===== src/rtl/burst_slot_arbiter.sv =====
// burst_slot_arbiter: round-robin arbiter granting whole bursts of beats
// to NUM_REQ requesters in front of one shared, beat-oriented resource.
//
// Ports:
//   clk, reset   rising-edge clock, synchronous active-high reset
//   req          per-requester request level
//   req_len      packed burst lengths, requester i at [i*LEN_W +: LEN_W]
//   res_ready    resource accepts the current beat
//   flush        abort the burst in progress (no burst_done)
//   grant        one-hot grant (registered)
//   grant_valid  burst in progress (registered)
//   grant_id     index of the granted requester (registered)
//   beat_idx     0-based beat within the burst (registered)
//   last_beat    current beat is the final one of the burst
//   burst_done   one-cycle pulse after a burst completes normally
module burst_slot_arbiter #(
    parameter int NUM_REQ   = 4,
    parameter int MAX_BURST = 6,
    parameter int ID_W      = $clog2(NUM_REQ),
    parameter int LEN_W     = $clog2(MAX_BURST + 1)
) (
    input  logic                     clk,
    input  logic                     reset,
    input  logic [NUM_REQ-1:0]       req,
    input  logic [NUM_REQ*LEN_W-1:0] req_len,
    input  logic                     res_ready,
    input  logic                     flush,
    output logic [NUM_REQ-1:0]       grant,
    output logic                     grant_valid,
    output logic [ID_W-1:0]          grant_id,
    output logic [LEN_W-1:0]         beat_idx,
    output logic                     last_beat,
    output logic                     burst_done
);

    typedef enum logic {
        IDLE,
        BURST
    } state_t;

    state_t            state;
    logic [ID_W-1:0]   ptr;
    logic [LEN_W-1:0]  len_q;

    logic [LEN_W-1:0]  lens [NUM_REQ];
    logic [ID_W-1:0]   cand;
    logic [ID_W-1:0]   win_id;
    logic              win_found;
    logic [LEN_W-1:0]  win_len;
    logic [ID_W-1:0]   next_ptr;
    logic              burst_end;

    // A zero length still occupies one beat; oversize requests are cut
    // to the longest burst the resource is sized for.
    function automatic logic [LEN_W-1:0] clamp_len(input logic [LEN_W-1:0] l);
        if (l == '0)
            return LEN_W'(1);
        else if (int'(l) > MAX_BURST)
            return LEN_W'(MAX_BURST);
        else
            return l;
    endfunction

    always_comb begin
        for (int i = 0; i < NUM_REQ; i++)
            lens[i] = req_len[i*LEN_W +: LEN_W];
    end

    // Rotating priority: first requester at or above ptr, wrapping.
    always_comb begin
        win_found = 1'b0;
        win_id    = '0;
        cand      = '0;
        for (int i = 0; i < NUM_REQ; i++) begin
            cand = ID_W'((int'(ptr) + i) % NUM_REQ);
            if (!win_found && req[cand]) begin
                win_found = 1'b1;
                win_id    = cand;
            end
        end
    end

    assign win_len  = clamp_len(lens[win_id]);
    assign next_ptr = (grant_id == ID_W'(NUM_REQ - 1)) ? '0
                                                       : grant_id + 1'b1;

    assign last_beat = grant_valid && (beat_idx == len_q - 1'b1);

    // Flush wins over a simultaneous last-beat acceptance.
    assign burst_end = flush || (res_ready && last_beat);

    always_ff @(posedge clk) begin
        if (reset) begin
            state       <= IDLE;
            ptr         <= '0;
            len_q       <= '0;
            grant       <= '0;
            grant_valid <= 1'b0;
            grant_id    <= '0;
            beat_idx    <= '0;
            burst_done  <= 1'b0;
        end else begin
            burst_done <= 1'b0;
            case (state)
                IDLE: begin
                    if (win_found) begin
                        state       <= BURST;
                        grant       <= NUM_REQ'(1) << win_id;
                        grant_valid <= 1'b1;
                        grant_id    <= win_id;
                        len_q       <= win_len;
                        beat_idx    <= '0;
                    end
                end
                BURST: begin
                    if (burst_end) begin
                        state       <= IDLE;
                        ptr         <= next_ptr;
                        grant       <= '0;
                        grant_valid <= 1'b0;
                        grant_id    <= '0;
                        beat_idx    <= '0;
                        burst_done  <= !flush;
                    end else if (res_ready) begin
                        beat_idx <= beat_idx + 1'b1;
                    end
                end
                default: state <= IDLE;
            endcase
        end
    end

endmodule


===== config.mk =====
export PLATFORM = sky130hd
export DESIGN_NAME = burst_slot_arbiter
export DESIGN_NICKNAME = d
export VERILOG_FILES = /design/src/rtl/burst_slot_arbiter.sv
export SDC_FILE = /design/constraint.sdc
export NUM_CORES = 1
export LEC_CHECK = 0
export BUFFER_PORTS_ARGS = -buffer_cell sky130_fd_sc_hd__buf_2
export CORE_MARGIN = 3
export CORE_UTILIZATION = 50
export CTS_BUF_LIST = sky130_fd_sc_hd__clkbuf_4 sky130_fd_sc_hd__clkbuf_8
export DETAILED_ROUTE_END_ITERATION = 7
export PLACE_DENSITY = 0.8
export SYNTH_ARGS = -nofsm -noshare
export SYNTH_HDL_FRONTEND = slang
export SYNTH_SLANG_ARGS = --single-unit

===== constraint.sdc =====
create_clock -name clk -period 2.2 [get_ports clk]
set_clock_uncertainty 0.15 [all_clocks]
set_input_delay 0.33 -clock clk [delete_from_list [all_inputs] [get_ports clk]]
set_output_delay 0.33 -clock clk [all_outputs]
set_load 0.03 [all_outputs]

# After elaboration in Yosys (flattened, before gate mapping)
# Index checks and enable logic that the tools add are counted.
# word_totals
reg_bits	17
ramBits	0
mem_count	0
mem_bits_ro	0
output_inout_bits	12
inputBits	20
latch_bits	0
wordCells	83
# classes
mul	0
n_div	0
muxes	38
n_reduce_logical	16
order_cmp	6
n_bitwise	3
n_shift	1
addsub	6
eq_ne	5
# ops
operator	n
$mux 3	7
$mux 2	7
$lt 2x3->1 const B	4
$mux 1	12
$bmux 1 s2	4
$mux 4	2
$pmux 4 s2	1
$reduce_and 2->1	4
$bmux 3 s2	1
$pmux 3 s2	1
$logic_and 1x1->1	5
$add 2x1->2 const B	2
$add 2x2->2 const B	2
$logic_not 1->1	4
$pmux 1 s2	2
$pmux 2 s2	1
$shl 1x2->4 const A	1
$add 3x1->3 const B	1
$eq 3x3->1	1
$ge 3x3->1 const B	1
$gt 3x3->1 const B	1
$logic_not 3->1	1
$ne 3x2->1 const B	1
$not 2->3	1
7 further kinds	8

# Longest topological paths before layout
# depth
depth_word	19
mapped_depth	9
ltp_nobuf	9

# Worst setup path after synthesis
# No wires, ideal clock.
# synth_timing
kind	flip-flop to flip-flop
from	register len_q[0]
to	register grant[1]
stages_incl_launch_ff	10
arrival_ns	2.027
period_less_slack_ns	2.305
path_slack_ns	-0.105
cell_sequence	dfxtp_1 -> inv_1 -> ha_1 -> xor2_1 -> nand3_1 -> nor2_1 -> and2_1 -> o21ai_0 -> a22oi_1 -> nor2_1
# synth_between
elab_chain_len	7
# synth_rtl
element	line_no	rtl
from (decl)	43	logic [LEN_W-1:0] len_q;
from (signal assigned)	111	len_q <= win_len;
$sub 3x1->3	87	assign last_beat = grant_valid && (beat_idx == len_q - 1'b1);
$eq 3x3->1	87	
$logic_and 1x1->1	87	
named net last_beat	32	output logic last_beat,
$logic_and 1x1->1	90	assign burst_end = flush || (res_ready && last_beat);
$logic_or 1x1->1	90	
$ne 2x1->1 (no source line)	-	
$reduce_and 2->1 (no source line)	-	
to (signal assigned)	108	grant <= NUM_REQ'(1) << win_id;
to (decl)	28	output logic [NUM_REQ-1:0] grant,
# The timed path passes the listed nets, and every way through them passes these cells.
# A chain may end at the register's enable or synchronous reset.

# Final worst setup path
# layout_timing
from	register ptr[1]
to	register len_q[0]
# layout_between
elab_chain_len	19
elab_cells_between_ends	34
classes_between	3 x add/sub; 1 x order compare; 21 x mux; 1 x bitwise; 8 x reduce/logical
# layout_rtl
element	line_no	rtl
from (decl)	42	logic [ID_W-1:0] ptr;
from (signal assigned)	118	ptr <= next_ptr;
branches (longest 19 deep; another with $add 2x1->2)	-	
# Parallel ways; which one is timed is not known. The select of a mux whose other input is x is not followed.

==> flow_summary.yaml <==
sta:
  fin_crit_ps: 2110
  maxSlewHeadroom_pct: 59.9
  period_share_pct: 95.9
  finalSetupViolCount: 0
  slew_violations: 0
  tns_ps: 0
  max_freq_ghz: 0.474
  worst_slew_pin_slew_ps: 599
  finalHoldViolCount: 0
  whs_ps: 66.7
routing:
  avgViaCountPerCell: 5.35
  drtPass1Iterations: 4
  dr.max_layer_used: "met4"
  wirelength_mm: 2.15
  drc: 0
  routed-wl-met2_mm: 1.09
  num_vias: 894
  drt-initial-drc-count: 15
  avgRoutedWirePerCell_um: 12.9
  wl_met3_um: 119
  final_antenna_net_count: 0
  wirelength_met1_um: 899
critical_path:
  crit_chain: "a21o_1 > a21oi_2 > o22a_4 > mux2i_1 > mux2_2 > maj3_2 > a211oi_2"
  critPathMaxStageDelay_ps: 440
  end_kind: "flip-flop"
  path_delay_family: "compound AO/OA/AOI/OAI gates"
  crit_path_top_delay_cell: "dfxtp_1"
  critPathKind: "flip-flop to flip-flop"
  critPathLaunchType: "flip-flop"
  crit_fanout: 10
  crit_buf_inv: 0
  crit_required_ps: 2260
  worstPathArrival_ps: 2180
power_and_ir_drop:
  power.total_uw: 709
  peakVddDrop_mv: 0.431
  p_leak_nw: 0.543
  p_sw_uw: 217
  power.internal_uw: 492
  clkPwrFrac_pct: 25.7
  switching_share_pct: 30.6
  seqPwrFrac_pct: 48.1
  p_per_area_nw_per_um2: 618
  combPwrFrac_pct: 26.2
finish:
  drive_gt1_share_pct: 33.6
  num_antenna_cells: 0
  fin_nets: 167
  stdcell_area_um2: 1150
  layoutNonFillerInstCount: 167
  area.growth.synth_to_final_pct: 25.5
  fillers: 141
place:
  dp_hpwl_mm: 1.61
  dp.cells: 163
  dpl_cell_area_um2: 1100
  numPortBuffers: 31
  gp_congestion: 0.717
clock_tree:
  htreeDepth: 1
  cts-buffers-inserted: 3
  clk_pin_slew_ps: 100
  worstSkewPairLatency_ps: 290
  clock_path_buffers: 2
  cts_sinks: 17
  cts_tree: "done"
  clockRootBuffer: "clkbuf_4"
floorplanning:
  core_area_um2: 1610
  die_area_um2: 2380
  chipWidth_um: 48.7
  fp.dieH_um: 48.7
  initial_core_util_pct: 56.7
  row_count: 14
  io_pins: 32
synth:
  ys_seq_area_share_pct: 37.3
  yosysTopAreaCell: "dfxtp_1"
  synth_top_area_share_pct: 37.3
  synth_ff_type: "dfxtp_1"
  netlist_top_cells_count: "nor2_1, dfxtp_1, mux2i_1, nand2_1, a21oi_1"
  ys_types: 32
  syn_area_um2: 913
  avgSynthCellArea_um2: 8.46
  synth.area.top_cells: "dfxtp_1, mux2i_1, nor2_1"
  syn_nets: 131
  synthArstFlopShare_pct: 0
  netlist_instances: 108
  yosysMostFrequentCell: "nor2_1"
  ys_ff_latch: 17
  synth_edf_count: 0
  yosysWarnings: 0
global_route:
  grt_pass1_wl_mm: 3.59
  grt_pass1_vias: 839
  antenna_found_initial: 0
  grt_max_degree: 18
  grt-ovfl-total: 0
  track_usage_pct: 19.5
outcome:
  status: "completed"
flow_run:
  cap_viol_max_count: 0
worst_hold_path:
  min_path_type: "input port to flip-flop"
metrics by stage:
| step | setup WS (ps) | utilization [%] |
|---|---|---|
| floorplan | 38.0 | - |
| finish | 89.3 | 71.1 |
| detailed placement | -25.1 | 68.6 |
| global placement | 51.0 | 68.6 |
| CTS | 61.6 | 70.4 |
| global route | -6.88 | 71.1 |
per-layer routing:
layer  global-route usage, %  vias up
met5                       0        -
met4                    8.53        0
li1                        -      443
met3                    4.60        6
met1                    21.5      418
met2                    35.1       27
kinds of logic (layout without fill, tap and decap cells):
family,count (synthesis),count (layout),share of synthesized area (%)
buffers and inverters,9,44,4.52
flip-flops,17,17,37.3
multiplexers,11,11,12.2
XOR/XNOR,5,5,4.80
AND/OR/NAND/NOR,41,41,20.4
adder cells (fa/ha/maj),4,4,5.34
AO/OA/AOI/OAI,21,21,15.5
sequential cells by signal, indices dropped and copies added, names as in the netlist:
register	flops
beat_idx	3
state	1
burst_done	1
grant	4
grant_id	2
grant_valid	1
len_q	3
ptr	2
area by class of cell:
| cell class | instances | area, um^2 | share of cell area [%] |
|---|---|---|---|
| clock buffers | 4 | 30.0 | 2.62 |
| inverters | 6 | 22.5 | 1.97 |
| multi-input cells | 82 | 546 | 47.6 |
| flip-flops and latches | 17 | 340 | 29.7 |
| well taps | 24 | 30.0 | 2.62 |
| repair buffers | 34 | 178 | 15.5 |
cell usage in the layout (no fill, tap or decap), types with 2 or more instances in the layout:
cell type,count
nand3_1,2
a21oi_2,2
inv_1,6
dfxtp_1,17
buf_2,31
a21oi_1,8
o22ai_1,2
o21ai_0,2
a22oi_1,2
clkbuf_4,4
buf_4,3
nand2_1,9
mux2i_1,10
xor2_1,3
nor3_1,3
nor2_1,17
nor4_1,2
ha_1,3
nand2b_1,2
xnor2_1,2
final timing paths:
kind                                       startpoint                    end  slack (ps)  cells after the start
worst max register to register    ptr[1]$_SDFFE_PP0N_  len_q[0]$_SDFFE_PP0P_          90                      7
worst min-delay path                            flush  burst_done$_SDFF_PP0_          70                      2
worst min register to register  len_q[1]$_SDFFE_PP0P_  len_q[1]$_SDFFE_PP0P_         320                      2
worst max-delay path              ptr[1]$_SDFFE_PP0N_  len_q[0]$_SDFFE_PP0P_          90                      7
repair_timing:
item,CTS,global route
endpoints found under the setup margin,0,4
hold endpoints to repair,0,0
hold buffers,0,0
buffers inserted,0,0
gates resized for setup,0,3
power groups by stage:
stage	sequential (mW)	clock (mW)	combinational, mW
2_1_floorplan	0.363	0	0.111
3_3_place_gp	0.346	0	0.176
3_5_place_dp	0.347	0	0.182
4_1_cts	0.340	0.183	0.183
5_1_grt	0.343	0.193	0.208
6_report	0.341	0.182	0.186
Note: power is estimated with default switching activity, not from simulation.
